$ cat src/rtl/tbl_port_arbiter.sv
// Round-robin arbiter that shares one table read/write port between NUM_REQ requesters.
// One table operation is in flight at a time. Each operation runs IDLE -> ISSUE -> DONE.
module tbl_port_arbiter #(
    parameter int C_S_AXI_DATA_WIDTH = 32,
    parameter int TBL_NUM_COLS       = 4,
    parameter int TBL_NUM_ROWS       = 16,
    parameter int NUM_REQ            = 2,
    localparam int DW = C_S_AXI_DATA_WIDTH * TBL_NUM_COLS,
    localparam int AW = $clog2(TBL_NUM_ROWS),
    localparam int GW = $clog2(NUM_REQ)
) (
    input  logic                  Bus2IP_Clk,
    input  logic                  Bus2IP_Resetn,
    input  logic [NUM_REQ-1:0]    req_rd_req,
    input  logic [NUM_REQ*AW-1:0] req_rd_addr,
    output logic [NUM_REQ-1:0]    req_rd_ack,
    output logic [DW-1:0]         req_rd_data,
    input  logic [NUM_REQ-1:0]    req_wr_req,
    input  logic [NUM_REQ*AW-1:0] req_wr_addr,
    input  logic [NUM_REQ*DW-1:0] req_wr_data,
    output logic [NUM_REQ-1:0]    req_wr_ack,
    output logic                  tbl_rd_req,
    input  logic                  tbl_rd_ack,
    output logic [AW-1:0]         tbl_rd_addr,
    input  logic [DW-1:0]         tbl_rd_data,
    output logic                  tbl_wr_req,
    input  logic                  tbl_wr_ack,
    output logic [AW-1:0]         tbl_wr_addr,
    output logic [DW-1:0]         tbl_wr_data,
    output logic                  busy,
    output logic [GW-1:0]         grant_id
);

    typedef enum logic [1:0] {
        S_IDLE  = 2'd0,
        S_ISSUE = 2'd1,
        S_DONE  = 2'd2
    } state_t;

    state_t               state, state_nxt;
    logic [GW-1:0]        last_grant;
    logic                 op_wr;
    logic [NUM_REQ-1:0]   elig;
    logic                 hi_vld, lo_vld, win_vld, win_wr, ack_match;
    logic [GW-1:0]        hi_id, lo_id, win_id;

    assign elig = req_rd_req | req_wr_req;

    // Lowest eligible index above last_grant wins; otherwise wrap to the lowest eligible.
    always_comb begin
        hi_vld = 1'b0;
        hi_id  = '0;
        lo_vld = 1'b0;
        lo_id  = '0;
        for (int i = NUM_REQ - 1; i >= 0; i--) begin
            if (elig[i]) begin
                lo_vld = 1'b1;
                lo_id  = GW'(i);
                if (i > int'(last_grant)) begin
                    hi_vld = 1'b1;
                    hi_id  = GW'(i);
                end
            end
        end
    end

    assign win_vld   = hi_vld | lo_vld;
    assign win_id    = hi_vld ? hi_id : lo_id;
    assign win_wr    = req_wr_req[win_id];
    assign ack_match = op_wr ? tbl_wr_ack : tbl_rd_ack;
    assign busy      = (state != S_IDLE);

    always_ff @(posedge Bus2IP_Clk) begin
        if (!Bus2IP_Resetn) state <= S_IDLE;
        else                state <= state_nxt;
    end

    always_comb begin
        state_nxt = S_IDLE;
        case (state)
            S_IDLE:  state_nxt = win_vld ? S_ISSUE : S_IDLE;
            S_ISSUE: state_nxt = ack_match ? S_DONE : S_ISSUE;
            S_DONE:  state_nxt = S_IDLE;
            default: state_nxt = S_IDLE;
        endcase
    end

    // Acks and read data are registered on the ISSUE->DONE edge, so they are visible during DONE.
    always_ff @(posedge Bus2IP_Clk) begin
        if (!Bus2IP_Resetn) begin
            last_grant  <= GW'(NUM_REQ - 1);
            grant_id    <= '0;
            op_wr       <= 1'b0;
            tbl_rd_req  <= 1'b0;
            tbl_wr_req  <= 1'b0;
            tbl_rd_addr <= '0;
            tbl_wr_addr <= '0;
            tbl_wr_data <= '0;
            req_rd_data <= '0;
            req_rd_ack  <= '0;
            req_wr_ack  <= '0;
        end else begin
            req_rd_ack <= '0;
            req_wr_ack <= '0;
            case (state)
                S_IDLE: begin
                    if (win_vld) begin
                        grant_id   <= win_id;
                        last_grant <= win_id;
                        op_wr      <= win_wr;
                        if (win_wr) begin
                            tbl_wr_addr <= req_wr_addr[int'(win_id)*AW +: AW];
                            tbl_wr_data <= req_wr_data[int'(win_id)*DW +: DW];
                            tbl_wr_req  <= 1'b1;
                        end else begin
                            tbl_rd_addr <= req_rd_addr[int'(win_id)*AW +: AW];
                            tbl_rd_req  <= 1'b1;
                        end
                    end
                end
                S_ISSUE: begin
                    if (ack_match) begin
                        tbl_rd_req <= 1'b0;
                        tbl_wr_req <= 1'b0;
                        if (op_wr) begin
                            req_wr_ack[grant_id] <= 1'b1;
                        end else begin
                            req_rd_ack[grant_id] <= 1'b1;
                            req_rd_data          <= tbl_rd_data;
                        end
                    end
                end
                default: begin
                    tbl_rd_req <= 1'b0;
                    tbl_wr_req <= 1'b0;
                end
            endcase
        end
    end

endmodule

$ cat config.mk
export PLATFORM = sky130hd
export DESIGN_NAME = tbl_port_arbiter
export DESIGN_NICKNAME = d
export VERILOG_FILES = /design/src/rtl/tbl_port_arbiter.sv
export SDC_FILE = /design/constraint.sdc
export NUM_CORES = 1
export LEC_CHECK = 0
export ABC_AREA = 1
export BUFFER_PORTS_ARGS = -buffer_cell sky130_fd_sc_hd__buf_2
export CORE_AREA = 2 2 261 263
export CTS_CLUSTER_SIZE = 16
export DETAILED_ROUTE_END_ITERATION = 10
export DIE_AREA = 0 0 263 265
export HOLD_SLACK_MARGIN = 0.03
export PLACE_DENSITY = 0.37
export SLEW_MARGIN = 20
export SYNTH_ARGS = -nofsm -noshare
export SYNTH_HDL_FRONTEND = slang
export SYNTH_SLANG_ARGS = --single-unit
$ cat constraint.sdc
create_clock -name Bus2IP_Clk -period 1.8 [get_ports Bus2IP_Clk]
set_clock_uncertainty 0.15 [all_clocks]
set_input_delay 0.36 -clock Bus2IP_Clk [delete_from_list [all_inputs] [get_ports Bus2IP_Clk]]
set_output_delay 0.36 -clock Bus2IP_Clk [all_outputs]
set_load 0.05 [all_outputs]
==> out/metrics.cfg <==
[logic_synthesis]
synth-xor-area-share_pct = 0
synth_area_leader_cell = dfxtp_1
yosys.area_share.simple_pct = 38.6
ys_warn_count = 0
synth_compound_area_share_pct = 5.75
yosys.cell_types.count = 16
syn_avg_cell_area_um2 = 6.30
synthMuxAreaShare_pct = 0
synth.yosys.seq_area_share_pct = 45.5
synth_cells = 1920
synth_nets = 2328
synthTopCellsByArea = dfxtp_1 (46%), nand2_1 (22%), nor2_1 (17%), o21ai_0 (5.2%), inv_1 (4.7%)
synth_top_family_by_area = simple AND/OR/NAND/NOR gates
synthAdderAreaFrac_pct = 0
synth_top_area_share_pct = 45.5
syn_area_um2 = 12100
ys_seq_elements = 275

[route]
routedWlPerCell_um = 14.2
ant_nets = 0
drc = 0
avgViaCountPerCell = 3.92
drt-pass1-iter-count = 7
drt-initial-drc-count = 570
drt-total-wl_mm = 54.9
vias = 15100

[cts]
insertion_delay_ns = 0.54
cts_tree = yes
numCtsBuffers = 37
cts.path.max_buffers = 3
clk_pin_slew_worst_paths_ns = 0.06
cts_sinks = 275
cts-root-buf = clkbuf_16
h-tree-depth = 2

[floorplan]
die_h_um = 265
rows = 95
die_w_um = 263
ios = 680
core-area_um2 = 66800
die-area_um2 = 69700
initial_utilization_pct = 18.1

[cells_and_area]
stdcell_count = 3852
area_delta_synth_final_pct = 80.5
diodes = 0
num-nets-final = 3359
postLayoutCellArea_um2 = 21800
drive_above_1_share_pct = 27.3

[pwr]
power.internal_w = 0.0144
sw_frac_of_total_pct = 37.5
power.total_w = 0.0230
p_clk_share_pct = 34.6
peakVddDrop_mv = 0.571
power_frac_seq_pct = 31.3
switching_power_w = 0.00864
p_per_area_nw_per_um2 = 1050
p_leak_nw = 11.6
power_frac_comb_pct = 34.1

[timing]
relSlewSlack_pct = 73.6
tightest_slew_ns = 0.395
drv_slew = 0
finalHoldViolCount = 0
rsz0062_at_grt = yes
hold_ws_ns = 0.0570
setup-violations-final = 0
layout_min_cycle_time_ns = 1.76
min_period_over_period_pct = 97.9
fmax_mhz = 568
setup_slack_ns = 0.0386

[global_routing]
grt_usage_pct = 15.0
antenna_found_initial = 1
grt_max_degree = 65
grt_pass1_vias = 15270
grt_overflow = 0
grt_pass1_wl_mm = 83.2

[placed_design]
post_dp_cell_area_um2 = 16700
io_buffers = 679
place_congestion = 0.830
dp_cells = 3412
dp_hpwl_mm = 39.4
pre_cts_ws_ns = -0.209

[min_path]
hp-start = req_wr_addr[7]
min_path_type = input port to flip-flop
min_to = tbl_wr_addr[3]$_SDFFE_PN0P_
min_path_cells = 5

[run_status]
status = finished, final reports clean

[critical_path]
rr_worst_depth = 8
worst_setup_path_end_kind = output pin
crit_type = flip-flop to output pin
cp-start-kind = flip-flop
cp_max_fo = 3
worst-r2r-setup-slack_ns = 0.14
cp_data_required_time_ns = 1.29
r2r-end = tbl_wr_data[48]$_SDFFE_PN0P_
r2r_start = last_grant$_SDFFE_PN1P_
worstPathArrival_ns = 1.25

[flow_run]
cap_violations = 0

==> stage by stage <==
| step | TNS (ns) | utilization, % |
|---|---|---|
| 2_1_floorplan | 0 | - |
| 3_3_place_gp | -21.38 | 25.0 |
| 3_5_place_dp | -20.08 | 25.0 |
| 4_1_cts | -0.0460 | 32.6 |
| 5_1_grt | -0.0363 | 32.7 |
| 6_report | 0 | 32.7 |
==> logic make-up after synthesis <==
family | Yosys count
AO/OA/AOI/OAI | 138
buffers and inverters | 268
flip-flops | 275
AND/OR/NAND/NOR | 1239
==> cells in the final DEF (no fill, tap or decap), drive strengths merged <==
cell and n:
nand2 699, a21oi 5, o21ai 131, inv 152, clkbuf 57, clkinvlp 1
buf 735, clkinv 5, dlygate4sd3 372, nor2 536, bufinv 4, nand3 5
o211ai 2, dfxtp 275
==> how the worst max path moves through the flow <==
stage,start,endpoint,slack (ns),depth (start not counted)
after floorplan,state[0]$_SDFF_PN0_,tbl_rd_addr[0]$_SDFFE_PN0P_,0.11,8
after CTS,state[1]$_SDFF_PN0_,busy,-0.05,4
after global routing,state[0]$_SDFF_PN0_,busy,-0.04,4
after global placement,req_wr_req[0],tbl_wr_data[5]$_SDFFE_PN0P_,-0.20,9
final,state[0]$_SDFF_PN0_,busy,0.04,4
after detailed placement,req_wr_req[0],tbl_wr_data[103]$_SDFFE_PN0P_,-0.21,10
==> power by group through the flow <==
stage               registers (W)  clock network [W]  logic, W
global placement          0.00732                  0   0.00719
floorplan                 0.00982                  0   0.00246
global route              0.00730            0.00854   0.00853
CTS                       0.00721            0.00833   0.00788
detailed placement        0.00733                  0   0.00721
finish                    0.00721            0.00797   0.00784
==> repair_timing <==
action | 4_1_cts | 5_1_grt
resized for setup | 11 | 14
setup buffers | 0 | 0
gates cloned | 0 | 1
hold buffers | 372 | 0
pin swaps | 0 | 2
endpoints found under the setup margin | 68 | 110
hold endpoints to repair | 256 | 0
==> critical path, cell delays in order, from the launching register on <==
cell     delay, ns
dfxtp_1       0.31
inv_2         0.07
nand2_4       0.06
buf_6         0.12
buf_12        0.14
==> layer usage <==
layer,part of all wire [%],track usage (%),wire (um),vias up
li1,-,-,-,7772
met1,40,16.3,21900,6667
met2,48,26.7,26200,562
met3,8.9,5.33,4860,97
met4,3.5,5.84,1920,2
met5,0.015,0,8,-
==> cell type report <==
| cell class | instances | area [um^2] |
|---|---|---|
| timing repair buffer | 1108 | 7910 |
| tap | 873 | 1090 |
| multi-input combinational | 1378 | 5420 |
| clock inverter | 11 | 166 |
| clock buffer | 56 | 1160 |
| fill | 7305 | 45000 |
| inverter | 151 | 576 |
| sequential | 275 | 5510 |
==> synth_stat cells <==
cell      number
o21ai_1        5
inv_1        151
buf_4         13
buf_2         47
nor2_1       536
clkbuf_2       1
buf_6         15
clkbuf_1      41
nand2_1      697
nand3_1        4
a21oi_1        5
dfxtp_1      275
nand2_2        1
o21ai_0      126
o211ai_1       2
nand3_2        1
==> state kept, by name, summed over array words and instances (netlist names) <==
register and count:
req_rd_data 128, req_rd_ack 2, last_grant 1, tbl_rd_addr 4, tbl_wr_addr 4, req_wr_ack 2
grant_id 1, tbl_wr_req 1, op_wr 1, state 2, tbl_wr_data 128, tbl_rd_req 1
(Power assumes the default switching activity.)
